## config.mk

```make
export PLATFORM = sky130hd
export DESIGN_NAME = hrange_gen
export DESIGN_NICKNAME = d
export VERILOG_FILES = /design/src/rtl/hrange_gen.sv
export SDC_FILE = /design/constraint.sdc
export NUM_CORES = 1
export LEC_CHECK = 0
export ABC_AREA = 1
export CORE_UTILIZATION = 49
export CTS_BUF_LIST = sky130_fd_sc_hd__clkbuf_8
export CTS_CLUSTER_DIAMETER = 80
export DETAILED_ROUTE_END_ITERATION = 6
export PLACE_DENSITY = 0.74
export RECOVER_POWER = 25
export SLEW_MARGIN = 40
export SYNTH_ARGS = -nofsm -noshare
export SYNTH_HDL_FRONTEND = slang
export SYNTH_SLANG_ARGS = --single-unit
```

## constraint.sdc

```tcl
create_clock -name _clock -period 5.79 [get_ports _clock]
set_clock_uncertainty 0.15 [all_clocks]
set_input_delay 1.4475 -clock _clock [delete_from_list [all_inputs] [get_ports _clock]]
set_output_delay 1.4475 -clock _clock [all_outputs]
set_load 0.01 [all_outputs]
```

## src/rtl/hrange_gen.sv

```systemverilog
// hrange_gen: ready/valid generator for range(base, limit, step), LANES values per beat.
// Lane k of a beat carries cursor + k*step. A mask marks the lanes that are still in range.
// The beat whose following value falls out of range carries _last.
// Optional build macro HRANGE_GEN_OVF_CHECK_EN: lane values are compared unwrapped in
// wider arithmetic, so a value that overflows WIDTH ends the sequence instead of wrapping.
module hrange_gen #(
  parameter int unsigned WIDTH = 32,
  parameter int unsigned LANES = 1
) (
  input  logic                    _clock,
  input  logic                    _reset_n,
  input  logic                    _start,
  input  logic signed [WIDTH-1:0] base,
  input  logic signed [WIDTH-1:0] limit,
  input  logic signed [WIDTH-1:0] step,
  input  logic                    _ready,
  output logic                    _valid,
  output logic [LANES*WIDTH-1:0]  _out0,
  output logic [LANES-1:0]        _mask,
  output logic                    _last,
  output logic                    _done
);

  // Wide enough to hold cursor + LANES*step without loss for any LANES up to 8.
  localparam int unsigned EW = WIDTH + 1 + $clog2(LANES);

  typedef enum logic [0:0] {StDone, StRun} state_e;

  state_e                  state_q, state_d;
  logic signed [WIDTH-1:0] cur_q, cur_d;
  logic signed [WIDTH-1:0] lim_q, lim_d;
  logic signed [WIDTH-1:0] step_q, step_d;
  logic signed [WIDTH-1:0] stepn_q, stepn_d;

  logic signed [EW-1:0]    lim_x;
  logic signed [EW-1:0]    lv;
  logic                    dir_pos, dir_neg;
  logic                    run;
  logic [LANES:0]          m;
  logic [LANES*WIDTH-1:0]  lanes_v;
  logic                    start_pos, start_neg, start_ok;

  // Value of lane k, sign-extended to EW bits (wrapped to WIDTH unless overflow checking).
  function automatic logic signed [EW-1:0] lane_val(input logic signed [WIDTH-1:0] cur,
                                                    input logic signed [WIDTH-1:0] stp,
                                                    input int unsigned k);
`ifdef HRANGE_GEN_OVF_CHECK_EN
    logic signed [EW-1:0] cx;
    logic signed [EW-1:0] sx;
    cx = {{(EW-WIDTH){cur[WIDTH-1]}}, cur};
    sx = {{(EW-WIDTH){stp[WIDTH-1]}}, stp};
    return cx + sx * $signed(EW'(k));
`else
    logic signed [WIDTH-1:0] w;
    w = cur + stp * $signed(WIDTH'(k));
    return {{(EW-WIDTH){w[WIDTH-1]}}, w};
`endif
  endfunction

  function automatic logic in_range(input logic signed [EW-1:0] v,
                                    input logic signed [EW-1:0] lx,
                                    input logic pos,
                                    input logic neg);
    return pos ? (v < lx) : (neg && (v > lx));
  endfunction

  // Lane values and the cumulative in-range mask; m[LANES] is the value after the beat.
  always_comb begin
    lim_x   = {{(EW-WIDTH){lim_q[WIDTH-1]}}, lim_q};
    dir_pos = !step_q[WIDTH-1] && (|step_q);
    dir_neg = step_q[WIDTH-1];
    run     = 1'b1;
    m       = '0;
    lanes_v = '0;
    lv      = '0;
    for (int unsigned k = 0; k < LANES; k++) begin
      lv   = lane_val(cur_q, step_q, k);
      run  = run & in_range(lv, lim_x, dir_pos, dir_neg);
      m[k] = run;
      lanes_v[k*WIDTH +: WIDTH] = run ? lv[WIDTH-1:0] : '0;
    end
    lv       = lane_val(cur_q, step_q, LANES);
    m[LANES] = run & in_range(lv, lim_x, dir_pos, dir_neg);
  end

  // Start-time emptiness check on the raw inputs; step==0 counts as empty.
  always_comb begin
    start_pos = !step[WIDTH-1] && (|step);
    start_neg = step[WIDTH-1];
    start_ok  = start_pos ? (base < limit) : (start_neg && (base > limit));
  end

  // Next state: _start wins over any handshake; accepting the _last beat finishes.
  always_comb begin
    state_d = state_q;
    cur_d   = cur_q;
    lim_d   = lim_q;
    step_d  = step_q;
    stepn_d = stepn_q;
    if (_start) begin
      cur_d   = base;
      lim_d   = limit;
      step_d  = step;
      stepn_d = step * $signed(WIDTH'(LANES));
      state_d = start_ok ? StRun : StDone;
    end else begin
      unique case (state_q)
        StRun: begin
          if (_ready) begin
            if (!m[LANES]) state_d = StDone;
            else           cur_d   = cur_q + stepn_q;
          end
        end
        default: ;
      endcase
    end
  end

  // State and sequence registers.
  always_ff @(posedge _clock or negedge _reset_n) begin
    if (!_reset_n) begin
      state_q <= StDone;
      cur_q   <= '0;
      lim_q   <= '0;
      step_q  <= '0;
      stepn_q <= '0;
    end else begin
      state_q <= state_d;
      cur_q   <= cur_d;
      lim_q   <= lim_d;
      step_q  <= step_d;
      stepn_q <= stepn_d;
    end
  end

  // Beat outputs are zero whenever no beat is presented.
  always_comb begin
    _valid = (state_q == StRun);
    _done  = (state_q == StDone);
    _out0  = _valid ? lanes_v : '0;
    _mask  = _valid ? m[LANES-1:0] : '0;
    _last  = _valid && !m[LANES];
  end

endmodule
```

==> key figures <==
Min path
  – Hold WC Path Type: flip-flop to flip-flop
  – Hold Crit Depth: 2
  – Worst Hold End: stepn_q[8]
  – Worst hold start: stepn_q[8]

Power and ir drop
  – PwrDens: 401 mW/mm^2
  – Lkg Pwr: slightly below 6 nW
  – Peak supply drop: 0.209 mV

Drt
  – 1st-iter DRT viols: 631
  – Via density: 5.25
  – DRC: 0
  – DR WL/cell: 14.9 um
  – Final ANT Viol Nets: 0
  – Vias: 8,790
  – First drt pass iteration count: 5
  – Total wire length: 25.0 mm

Global routing
  – Vias in the first global route: 8,323
  – Initial antenna violation count: 0
  – GR Overflow Total: 0
  – GRT Total Usage: ~28%
  – Largest net degree at the start of global routing: 95
  – First-pass GRT wire length: 40.8 mm

CTS
  – Clk pin slew, worst setup/hold paths: 100 ps
  – CTS H-tree lvls: 3
  – CTS tree: built
  – Post-CTS Hold Fix Bufs: 0
  – Clock Sinks: 97
  – Root Buffer: clkbuf_8
  – Clk_lat worst skew: 390 ps
  – Max clock buf depth: 2
  – Total CTS buffers: 9

Logic synthesis
  – Cells after Synth: 1,298
  – Synth Net Count: 1,526
  – Compound-cell area share of the yosys netlist: 11.1%
  – Simple-gate share of the synthesized area: around a third
  – Syn_area_per_cell: 6.78 um^2
  – Multiplexer share of the synthesized area: 0%
  – Synth Area in Adders: 18.3%
  – Sequential area share after synthesis: 27.6%
  – Flops & latches, synth: between 90 and 100
  – Largest family of logic cells by synthesized area: simple AND/OR/NAND/NOR gates
  – Synth Warn #: 0
  – Yosys cell types: 40
  – Synthesized area: roughly 0.0088 mm^2
  – XOR/XNOR Fraction of Synth Area: under 10%

Cells and area
  – Area growth, synth to finish: 23.4%
  – Most common cell after layout, fill and taps aside: nand2_1
  – Final Net Count: 1,672
  – Diode count: 0
  – Final instance area: 0.0109 mm^2
  – Non-filler cells, final: 1,674
  – Layout cells sized above 1: 7.25%
  – Most frequent cells in the layout: 451 x nand2_1, 169 x inv_1, 132 x clkdlybuf4s50_1, 118 x ha_1, 96 x dfrtp_1

Place
  – Place WS: -19.5 ps
  – Placed cells: approximately 1,600
  – Routability congestion estimate: 0.951
  – DP HPWL: around 20 mm
  – Cell Area, Placed: about 0.010 mm^2
  – IO buf count: about 140

STA
  – Unrepaired setup endpoints after global routing: yes
  – Slew @ Worst Pin: roughly 3200 ps
  – Final hold viol count: 0
  – Setup ws final: 59.9 ps
  – Crit share post-route: 99.0%
  – Final Max Slew Viols: 59
  – Headroom to the max-slew limit: -116%
  – Max Fclk: about 170 MHz
  – Final setup fails: 0
  – Min cycle time layout: 5730 ps

Worst setup path
  – RR Endpoint: cur_q[11]
  – CP startpoint kind: flip-flop
  – R2R depth: 26
  – Reg2reg setup slack: 1080 ps
  – Setup crit end kind: output pin
  – FF-to-FF Start: cur_q[0]
  – Slowest cell on crit path: dfrtp_1
  – Critical Path Fanout Max: 2
  – Critical path type: flip-flop to output pin
  – Worst Path Required: 4190 ps
  – CP max stage delay: 400 ps
  – WP data arrival: around 4100 ps

Floorplanning
  – Die W: 136 um
  – Die ar.: 0.0185 mm^2
  – Starting Density: 50.5%
  – # IOs: 136
  – Standard-cell rows: 48
  – Placeable Area: 0.0174 mm^2
  – Die Ht: 136 um

Flow run
  – Max-cap viol count: 1

Run status
  – Failing checks: capacitance limit, slew limit
  – Status: finished with violations
==> registers in the layout (all words and copies together), names as in the netlist <==
register	flops
stepn_q	32
_valid	1
cur_q	32
lim_q	32
==> through the flow <==
step	power (mW)	utilization [%]	TNS (ps)	hold WS (ps)
2_1_floorplan	2.84	-	0	318
3_5_place_dp	3.71	59.9	-19.5	341
6_report	4.35	62.4	0	367
3_3_place_gp	3.65	59.9	0	336
5_1_grt	4.79	62.4	-172	400
4_1_cts	4.20	61.5	0	366
==> critical path, delay by kind of cell (launching register included) <==
family                     cells  cell delay [ps]
AOI/OAI and AO/OA              4              490
adders and majority gates      3              860
buffers and inverters          3              450
DFF                            1              400
and+or+nand+nor               15             1560
==> report_power, final <==
group,switching [mW],leakage [nW],internal [mW]
Combinational,1.76,4.54,1.21
Sequential,0.149,1.19,0.816
Clock,0.248,0.0932,0.165
==> final cells by class <==
cell class                      count  area, um^2
Fill cell                        1633        6560
Tap cell                          225         282
Sequential cell                    97        2430
Clock buffer                       10         138
Multi-Input combinational cell    995        5730
Clock inverter                      6        35.0
Inverter                          172         647
Timing Repair Buffer              169        1600
==> synthesized netlist by cell type (all sizes together) <==
library cell  number  share of area, %
a21boi             1             0.085
o21ai             64               3.8
xor2              18               1.8
nor2              86               3.7
o221ai             2              0.20
nand3             71               4.3
o21a               7              0.60
and2               7              0.50
a31oi              8              0.57
xnor2              5              0.50
o211ai             2              0.17
o21bai             6              0.64
nand3b             4              0.34
dfrtp             97                28
fa                 1              0.23
or2                3              0.21
nand2            458                20
nor4              15               1.1
a21o               8              0.68
nor3b              1              0.14
inv              172               7.3
nand4             15               1.1
clkbuf            20              0.85
a21oi             77               4.4
nor3               9              0.51
buf               14               1.1
ha               127                18
==> cell families (layout without fill, tap and decap cells) <==
logic type,count (synthesis),in the layout
buffers and inverters,206,357
adders and majority gates,128,128
xor gates and xnor gates,23,23
AOI/OAI and AO/OA,175,175
and+or+nand+nor,669,669
DFF,97,97
==> layer usage <==
layer	GRT usage, %	vias up	wire [um]
met5	0	-	0
met4	8.58	0	510
met3	3.95	38	1230
met2	45.3	259	11300
met1	38.9	4006	11900
li1	-	4487	-
==> worst max path at each step <==
stage,startpoint,to,cells after the start
6_report,cur_q[0],_last,25
5_1_grt,cur_q[0],_last,26
4_1_cts,cur_q[0],_last,23
3_5_place_dp,stepn_q[0],_last,26
3_3_place_gp,cur_q[0],_last,27
2_1_floorplan,cur_q[0],_last,26
==> timing repair <==
item                                    CTS  global route
resized for setup                        18            29
buffers inserted                          4             7
pin swaps                                 7            21
endpoints found under the setup margin    1             1
No activity file was read; power rests on OpenSTA's default activity.
